`src/rtl/shared_adder_arbiter.sv`:
```
// Round-robin front-end sharing one adder among NUM_REQ requesters.
// The sum lands in a single registered result slot that holds under back-pressure.
module shared_adder_arbiter #(
    parameter int DATA_SIZE = 32,
    parameter int NUM_REQ   = 4,
    parameter int ID_SIZE   = 2   // must equal $clog2(NUM_REQ)
) (
    input  logic                         clk,
    input  logic                         rst_n,
    input  logic [NUM_REQ-1:0]           req_valid,
    output logic [NUM_REQ-1:0]           req_ready,
    input  logic [NUM_REQ*DATA_SIZE-1:0] req_a,
    input  logic [NUM_REQ*DATA_SIZE-1:0] req_b,
    output logic                         res_valid,
    input  logic                         res_ready,
    output logic [DATA_SIZE-1:0]         res_data,
    output logic                         res_carry,
    output logic [ID_SIZE-1:0]           res_id,
    output logic [15:0]                  op_count,
    output logic                         dbg_state
);

    // Handshake: a transfer happens on a rising edge where valid and ready are both high;
    // valid never waits on ready, and ready is combinational from valid and slot state only.

    typedef enum logic {EMPTY = 1'b0, FULL = 1'b1} slot_state_t;

    localparam int                 IW       = ID_SIZE + 1;
    localparam logic [ID_SIZE-1:0] LAST_RST = ID_SIZE'(NUM_REQ - 1);

    slot_state_t          state, state_next;
    logic [ID_SIZE-1:0]   last;
    logic [ID_SIZE-1:0]   winner;
    logic                 found;
    logic                 accept;
    logic                 grant;
    logic [DATA_SIZE-1:0] a_arr [NUM_REQ];
    logic [DATA_SIZE-1:0] b_arr [NUM_REQ];
    logic [DATA_SIZE-1:0] win_a, win_b;
    logic [DATA_SIZE:0]   sum;

    for (genvar i = 0; i < NUM_REQ; i++) begin : g_unpack
        assign a_arr[i] = req_a[i*DATA_SIZE +: DATA_SIZE];
        assign b_arr[i] = req_b[i*DATA_SIZE +: DATA_SIZE];
    end

    assign res_valid = (state == FULL);
    assign dbg_state = state;
    assign accept    = ~res_valid | res_ready;

    // Scan starts just past the last winner and wraps around to it last.
    always_comb begin : pick
        logic [IW-1:0] idx_w;
        logic [ID_SIZE-1:0] idx;
        found  = 1'b0;
        winner = '0;
        idx_w  = '0;
        idx    = '0;
        for (int k = 1; k <= NUM_REQ; k++) begin
            idx_w = {1'b0, last} + IW'(k);
            if (idx_w >= IW'(NUM_REQ)) begin
                idx_w = idx_w - IW'(NUM_REQ);
            end
            idx = idx_w[ID_SIZE-1:0];
            if (!found && req_valid[idx]) begin
                found  = 1'b1;
                winner = idx;
            end
        end
    end

    assign grant = accept & found & rst_n;

    always_comb begin
        req_ready = '0;
        if (grant) begin
            req_ready[winner] = 1'b1;
        end
    end

    assign win_a = a_arr[winner];
    assign win_b = b_arr[winner];
    assign sum   = {1'b0, win_a} + {1'b0, win_b};

    always_comb begin
        state_next = state;
        case (state)
            EMPTY:   if (grant) state_next = FULL;
            FULL: begin
                if (grant)          state_next = FULL;
                else if (res_ready) state_next = EMPTY;
            end
            default: state_next = EMPTY;
        endcase
    end

    always_ff @(posedge clk or negedge rst_n) begin
        if (!rst_n) begin
            state <= EMPTY;
        end else begin
            state <= state_next;
        end
    end

    always_ff @(posedge clk or negedge rst_n) begin
        if (!rst_n) begin
            res_data  <= '0;
            res_carry <= 1'b0;
            res_id    <= '0;
            last      <= LAST_RST;
            op_count  <= 16'd0;
        end else if (grant) begin
            res_data  <= sum[DATA_SIZE-1:0];
            res_carry <= sum[DATA_SIZE];
            res_id    <= winner;
            last      <= winner;
            op_count  <= op_count + 16'd1;
        end
    end

endmodule

```
`config.mk`:
```
export PLATFORM = sky130hd
export DESIGN_NAME = shared_adder_arbiter
export DESIGN_NICKNAME = d
export VERILOG_FILES = /design/src/rtl/shared_adder_arbiter.sv
export SDC_FILE = /design/constraint.sdc
export NUM_CORES = 1
export LEC_CHECK = 0
export ABC_CLOCK_PERIOD_IN_PS = 4900
export CAP_MARGIN = 20
export CORE_MARGIN = 10
export CORE_UTILIZATION = 34
export CTS_BUF_LIST = sky130_fd_sc_hd__clkbuf_4 sky130_fd_sc_hd__clkbuf_8 sky130_fd_sc_hd__clkbuf_16
export CTS_CLUSTER_SIZE = 16
export DETAILED_ROUTE_END_ITERATION = 16
export HOLD_SLACK_MARGIN = 0.03
export PLACE_DENSITY = 0.82
export SETUP_SLACK_MARGIN = 0.1
export SLEW_MARGIN = 0
export SYNTH_ARGS = -nofsm -noshare
export SYNTH_HDL_FRONTEND = slang
export SYNTH_SLANG_ARGS = --single-unit
export TNS_END_PERCENT = 10
```
`constraint.sdc`:
```
create_clock -name clk -period 4.9 [get_ports clk]
set_input_delay 0.98 -clock clk [delete_from_list [all_inputs] [get_ports clk]]
set_output_delay 0.98 -clock clk [all_outputs]
set_load 0.01 [all_outputs]
```
### Word level (Yosys, flattened, before mapping)

Cells that the tools add are included.

* bits in registers: 54
* bits of input ports: 263
* output and inout bits: 57
* logic and storage cells: 72

* add/sub/neg operators: 10
* $lt $le $gt $ge: 11
* muxes and demuxes: 33
* bitwise logic cells: 5
* reduce and logical (&&, ||, !) cells: 7

Operators by type and width (number)
* 32-bit binary-select mux with 2-bit select: 2
* 32-bit two-way mux: 4
* 32-bit by 32-bit adder with 33-bit output: 1
* 16-bit by 1-bit adder with 16-bit output (second input constant): 1
* 2-bit two-way mux: 8
* 3-bit greater-or-equal comparator (second input constant): 5
* 2-bit by 3-bit < comparator with 1-bit output (second input constant): 5
* 1-bit two-way mux: 12
* 1-bit binary-select mux with 2-bit select: 4
* 2-bit by 1-bit subtractor with 2-bit output (second input constant): 4
* 2-bit by 2-bit adder with 3-bit output (second input constant): 2
* 1-bit logical AND: 4
* 4-bit two-way mux: 1
* 2-bit by 1-bit adder with 3-bit output (second input constant): 1
* 2-bit by 3-bit adder with 3-bit output (second input constant): 1
* 1-bit zero test: 3
* 2-bit NOT with 3-bit output: 1
* 1-bit AND: 2
* 1-bit demux with 2-bit select: 1
* 2-bit by 1-bit greater-or-equal comparator with 1-bit output (second input constant): 1
* 1-bit one-hot mux with 2 select lines: 1
* 1-bit NOT: 1
* 1-bit bitwise OR: 1

### Depth between registers and ports, before layout

Gate-level depths: netlist of run 1.

* depth after elaboration: 20
* depth in mapped cells: 18
* depth with buffers taken out: 16

### Worst setup path after synthesis of run 1

No wires, ideal clock.

* path type: input -> register
* start point: input req_valid[3]
* end point: register res_data[28]
* setup time: 0.123 ns
* data arrival time: 4.278 ns
* data required time: 4.777 ns
* slack: 0.498 ns
* cell stages on the path: 16
* path buffers: 2
* path through: nor2b_1 o21a_1 nor3_2 buf_2 buf_1 a31oi_1 ha_1 fa_1 a211oi_1 o21bai_1 a32o_1 or2_4 a21oi_2 a41oi_2 xnor2_1 o21ai_1

* longest elaborated chain between the ends: 17
* elaborated cells on any way between the ends: 32
* those cells by class: add/sub: 1; mux: 22; bitwise: 3; reduce/logical: 6

Ends and longest elaborated chain
* start: declaration: line 10 `input logic [NUM_REQ-1:0] req_valid,`
* 1-bit binary-select mux with 2-bit select: line 65 `if (!found && req_valid[idx]) begin`
* 1-bit two-way mux (implied by the code): line 65
* 1-bit two-way mux: line 65
* 1-bit zero test: line 65
* 1-bit logical AND: line 65
* 1-bit two-way mux: line 65
* 1-bit zero test: line 65
* 1-bit logical AND: line 65
* 1-bit two-way mux: line 65
* 1-bit zero test: line 65
* 1-bit logical AND: line 65
* 2-bit two-way mux: line 65
* 2-bit NOT with 3-bit output (implied by the code): line 81, 82
* 32-bit binary-select mux with 2-bit select, on equally long branches: line 81, 82
* 32-bit two-way mux, on equally long branches (2 in series): line 81, 82
* 32-bit by 32-bit adder with 33-bit output: line 83 `assign sum = {1'b0, win_a} + {1'b0, win_b};`
* end signal: assignment: line 113 `res_data <= sum[DATA_SIZE-1:0];`
* end: declaration: line 16 `output logic [DATA_SIZE-1:0] res_data,`

Several ways; a longest one is shown, not always the timed one. The select of a mux whose other input is x is not followed.
A chain may end at the register's enable or synchronous reset.

### Worst setup path after layout of run 1

* start point: input req_valid[1]
* end point: register res_data[24]

The elaborated chain is that of the path after synthesis.

==> flow_summary.yaml, run 1 <==
setup_path:
  endpoint_kind: "flop"
  startpoint_type: "input pin"
  max_stage_delay_ps: 450
  cp_slowest_cell: "clkdlybuf4s50_1"
  crit_chain: "clkdlybuf4s50_1, buf_4, nor2b_1, o21a_1, nor3_4, buf_12, buf_4, a211oi_1, a31oi_1, ha_1, a41o_1, a221oi_2, nor2b_1, or2_4, a21oi_2, nand2_1, xnor2_1, o21ai_0"
  crit_fanout: 27
  cp.arrival_ps: 4730
  crit_type: "in2reg"
  crit_required_ps: 5040
detailed_routing:
  drtIter0Drc: 427
  route.detailed.drc: 0
  firstDrtPassIters: 5
  wl_per_cell_microns: 19.2
  antenna_left: 0
  drt-total-wl_microns: 26000
  vias_per_cell: 5.28
  vias: 7171
placed_design:
  gp_congestion: 0.979
  io_buffers: 319
  place_hpwl_microns: 22400
synthesis:
  yosys_warnings: 0
  synthDistinctLibCells: 58
  synth_top_area_cell: "dfrtp_1"
  synth_area_sq_mm: 0.00583
  synth_edf_count: 0
  synthArstFlopShare: 1.00
  synth_nets: 1097
  synth-seq-area-share: 0.232
  ys.flop_type: "dfrtp_1"
  ys_seq_elements: 54
  synthTopCellsByArea: "dfrtp_1, nand2_1, a211oi_1"
  synth_top_area_share: 0.223
  avgSynthCellArea_sq_um: 7.28
  synth_common_cells: "nand2_1, and2_1, a31oi_1"
  synth.most_common_cell: "nand2_1"
  syn_inst: 800
sta:
  fmax_ghz: 0.218
  tns_ps: 0
  rsz0062_at_grt: "true"
  relSlewSlack: 0.542
  min_period_ps: 4590
  period_share: 0.937
  finalSetupViolCount: 0
  hold_violations: 0
  skew_ps: 4.76
  maxSlewViolCount: 0
  worst_pin_slew_ps: 687
layout:
  fin_util: 0.591
  nets: 1434
  diodes: 0
  drive_above_1_share: 0.0975
  area_growth_pct: 69.3
  fillers: 1502
die:
  die_x_microns: 151
  die_h_microns: 151
  core_area_sq_mm: 0.0167
  rows: 47
  die-area_sq_mm: 0.0228
  initial_utilization: 0.349
  io_pins: 320
flow_run:
  cap_violations: 0
clock_network:
  cts-root-buf: "clkbuf_16"
  cts_sinks: 54
  cts_buffers: 5
  holdBufCountCts: 0
  clkSlewWorstSetupHoldPaths_ps: 70
  h-tree-depth: 2
  clk_latency_ps: 290
  clk_path_buf_depth: 2
  cts_tree: "done"
power_and_ir_drop:
  vdd_ir_drop_max_mv: 0.220
  powerDensity_mw_per_mm2: 505
  p_leak_nw: 4.08
global_route:
  grt_overflow: 0
  grt_pass1_wl_microns: 39100
  grt_max_degree: 67
  grt_pass1_vias: 7219
  grt_usage: 0.214
  antenna_found_initial: 0
hold_path:
  worstHoldPathType: "reg2reg"
run_status:
  outcome: "completed"
## kinds of logic after synthesis
logic type | count (synthesis) | share of synthesized area
compound gates | 261 | 0.305
xor+xnor | 40 | 0.0601
flops | 54 | 0.232
fa+ha+maj | 34 | 0.0743
simple gates | 343 | 0.278
mux | 1 | 0.00193
buf+inv | 67 | 0.0481
## metrics by stage
step	setup slack, ps	power, W	cell area [sq um]	hold WS, ps	cells
after detailed placement	-37.1	0.00458	9700	467	1350
after floorplan	498	0.00293	5830	468	800
after CTS	255	0.00495	9840	478	1358
after global placement	85.2	0.00453	9700	456	1350
after global routing	69.3	0.00536	9860	500	1358
final	310	0.00498	9860	474	1358
## where the power goes
| group | total [W] | internal (W) | switching (W) |
|---|---|---|---|
| Combinational | 0.00389 | 0.00186 | 0.00202 |
| Sequential | 0.000741 | 0.000619 | 0.000123 |
| Clock | 0.000349 | 0.000189 | 0.000159 |
| Total | 0.00498 | 0.00267 | 0.00230 |
## registers in the layout, summed over array words and instances, names as in the netlist
signal and cells:
op_count 16, dbg_state 1, res_carry 1, last 2, res_data 32, res_id 2
## cell usage in the layout, fill, tap and decap left out, types with 3 or more instances in the layout
| cell type | synthesis | layout |
|---|---|---|
| dfrtp_1 | 52 | 52 |
| o21ai_0 | 31 | 30 |
| and2_1 | 67 | 67 |
| clkbuf_16 | 0 | 5 |
| buf_4 | 1 | 62 |
| a21oi_2 | 4 | 4 |
| nand3_1 | 15 | 15 |
| xnor2_1 | 24 | 24 |
| a31oi_1 | 66 | 66 |
| nor3_1 | 7 | 7 |
| a21oi_1 | 37 | 36 |
| nand4_1 | 12 | 12 |
| nand2_1 | 190 | 190 |
| nor2b_1 | 7 | 5 |
| o21ai_1 | 7 | 8 |
| o21bai_1 | 9 | 9 |
| xor2_1 | 16 | 16 |
| nand2b_1 | 4 | 3 |
| ha_1 | 33 | 33 |
| o2111ai_1 | 3 | 3 |
| and3_1 | 9 | 9 |
| a21o_1 | 17 | 16 |
| inv_1 | 8 | 8 |
| nor2_1 | 21 | 21 |
| a211oi_1 | 65 | 63 |
| buf_12 | 0 | 8 |
| clkdlybuf4s50_1 | 0 | 318 |
## worst max-delay path: cells and delay by family
kind,cells,cell delay [ps]
buffers and inverters,4,1040
AND/OR/NAND/NOR,5,860
XOR/XNOR,1,200
adder cells (fa/ha/maj),1,290
AO/OA/AOI/OAI,7,1360
## per-layer routing
layer	share of wire	up-vias	GRT usage
met4	0.013	0	0.0366
met3	0.085	22	0.0564
met1	0.41	3299	0.265
met5	0	-	0
li1	-	3559	-
met2	0.49	291	0.369
## final cells by class
class	instances	area (sq um)	share of cell area
Clock buffer	5	125	0.0127
Timing Repair Buffer	389	3810	0.387
Sequential cell	54	1350	0.137
Inverter	8	30.0	0.00304
Clock inverter	3	21.3	0.00216
Multi-Input combinational cell	679	4240	0.430
Tap cell	220	275	0.0279
## timing repair
action	CTS	global route
buffers inserted	0	0
gates resized for setup	0	6
endpoints found under the setup margin	0	14
## worst paths after layout
| kind | from | endpoint | slack, ps | depth (start not counted) |
|---|---|---|---|---|
| setup / recovery | req_valid[1] | res_data[24]$_DFFE_PN0P_ | 310 | 18 |
| setup reg to reg | last[0]$_DFFE_PN1P_ | res_data[24]$_DFFE_PN0P_ | 920 | 17 |
| hold / removal | op_count[15]$_DFFE_PN0P_ | op_count[15]$_DFFE_PN0P_ | 470 | 1 |
| max in group asynchronous | rst_n | res_id[1]$_DFFE_PN0P_ | 3590 | 2 |
| min in group asynchronous | rst_n | op_count[15]$_DFFE_PN0P_ | 850 | 2 |
| hold reg to reg | op_count[15]$_DFFE_PN0P_ | op_count[15]$_DFFE_PN0P_ | 470 | 1 |
Note: power is estimated with default switching activity, not from simulation.
==> run 2, diff against run 1 <==
ABC_CLOCK_PERIOD_IN_PS = 5590   (was 4900)
CTS_CLUSTER_DIAMETER = 200   (was unset)
clock period = 5.59 ns   (was 4.9 ns; I/O delays follow)
==> flow_summary.yaml, run 2 (synthesis gave the netlist of run 1 again) <==
die:
  io_pins: 320
  rows: 47
  core_area_sq_mm: 0.0167
  die_x_microns: 151
  initial_utilization: 0.349
  die_h_microns: 151
  die-area_sq_mm: 0.0228
layout:
  drive_above_1_share: 0.0515
  area_growth_pct: 61.6
  diodes: 0
  multiInputGateArea_sq_mm: 0.00422
  seqCellArea_sq_mm: 0.00135
  top_register: "res_data"
  fillers: 1567
  nets: 1384
  layout_commonest_cell: "clkdlybuf4s50_1"
  fin_util: 0.564
  fin_cells: 1308
  final_cell_mix: "clkdlybuf4s50_1, nand2_1, and2_1"
  largest_reg_flops: 32
  reg_top3: "res_data: 32 flops, op_count: 16 flops"
detailed_routing:
  drtIter0Drc: 476
  vias_per_cell: 5.33
  route.detailed.drc: 0
  firstDrtPassIters: 5
  wl_per_cell_microns: 19.6
  antenna_left: 0
  vias: 6966
  drt-total-wl_microns: 25600
power_and_ir_drop:
  p_int_w: 0.00209
  pwr-share-clk: 0.078
  powerDensity_mw_per_mm2: 431
  vdd_ir_drop_max_mv: 0.180
  p_sw_w: 0.00196
  p_leak_nw: 3.82
  power_w: 0.00406
  p_comb_frac: 0.762
  seq_power_share: 0.160
  switching_share: 0.484
sta:
  maxSlewViolCount: 0
  period_share: 0.896
  worst_pin_slew_ps: 708
  fmax_ghz: 0.200
  relSlewSlack: 0.528
  finalSetupViolCount: 0
  rsz0062_at_grt: "false"
  skew_ps: 3.14
  hold_violations: 0
  tns_ps: 0
  min_period_ps: 5010
setup_path:
  startpoint_type: "input pin"
  crit_fanout: 58
  cp.arrival_ps: 5160
  crit_required_ps: 5740
  crit_type: "in2reg"
  endpoint_kind: "flop"
  r2r-start: "last[0]$_DFFE_PN1P_"
  critPathLaunch: "req_valid[3]"
hold_path:
  worstHoldPathType: "reg2reg"
  hp-start: "op_count[15]$_DFFE_PN0P_"
clock_network:
  cts-root-buf: "clkbuf_16"
  cts_sinks: 54
  cts_tree: "done"
  clk_latency_ps: 290
  postCtsSetupBuffers: 0
  clk_path_buf_depth: 2
  clkSlewWorstSetupHoldPaths_ps: 70
  h-tree-depth: 2
  post_cts_resized: 0
  cts_buffers: 5
  holdBufCountCts: 0
global_route:
  grt_pass1_wl_microns: 37900
  grt_max_degree: 71
  grt_usage: 0.209
  grt_pass1_vias: 6855
  antenna_found_initial: 0
  grt_overflow: 0
placed_design:
  gp_congestion: 0.909
  dp_cells: 1300
  place_hpwl_microns: 21700
  io_buffers: 319
run_status:
  outcome: "completed"
flow_run:
  cap_violations: 0
-- run 2: cell types whose count changed in the layout (fill, tap and decap cells not counted), moves of 2 or more --
cell	change
a211oi_1	+2
a211oi_2	-2
buf_12	-4
buf_4	-46
-- run 2: cell type report --
type,count,area share
well taps,220,0.0292
multi-input cells,679,0.448
clock buffers,5,0.0133
inverters,8,0.00319
flip-flops and latches,54,0.144
clock inverters,3,0.00252
repair buffers,339,0.360
-- run 2: critical path, cell delays in order --
cell and delay [ps]:
clkdlybuf4s50_1 550, nor2b_1 200, nor2_1 110, a21o_4 320, buf_12 220, and2_1 180, a211oi_1 360, a31oi_1 100
ha_1 390, a21o_1 190, a21o_1 180, a21oi_2 190, a2bb2oi_2 220, nand3_1 150, a311oi_2 360, xor2_1 220
o21ai_1 80
-- run 2: final timing paths --
path	to	slack, ps	cells past startpoint
max	res_data[19]$_DFFE_PN0P_	580	17
min	op_count[15]$_DFFE_PN0P_	470	1
max reg2reg	res_data[19]$_DFFE_PN0P_	1480	16
min reg2reg	op_count[15]$_DFFE_PN0P_	470	1
max in group asynchronous	res_data[29]$_DFFE_PN0P_	4120	2
min in group asynchronous	op_count[15]$_DFFE_PN0P_	990	2
-- run 2: stage by stage --
stage                     worst slack (ps)  hold WS (ps)  cell area (sq um)
after global routing                   311           492               9420
final                                  584           465               9420
after CTS                              582           472               9420
after floorplan                       1050           468               5830
after detailed placement               299           462               9270
after global placement                 335           455               9270
-- run 2: layer usage --
layer / vias to the layer above / share of wire / GRT usage
met3: 29 / 0.097 / 0.0629
li1: 3459 / - / -
met4: 0 / 0.019 / 0.0452
met2: 302 / 0.48 / 0.354
met1: 3176 / 0.41 / 0.257
met5: - / 0 / 0
-- run 2: power groups by stage --
stage,combinational (W),clock (W),sequential (W)
detailed placement,0.00306,0,0.000657
global placement,0.00303,0,0.000650
finish,0.00309,0.000316,0.000649
floorplan,0.00187,0,0.000700
CTS,0.00308,0.000320,0.000649
global route,0.00339,0.000335,0.000669
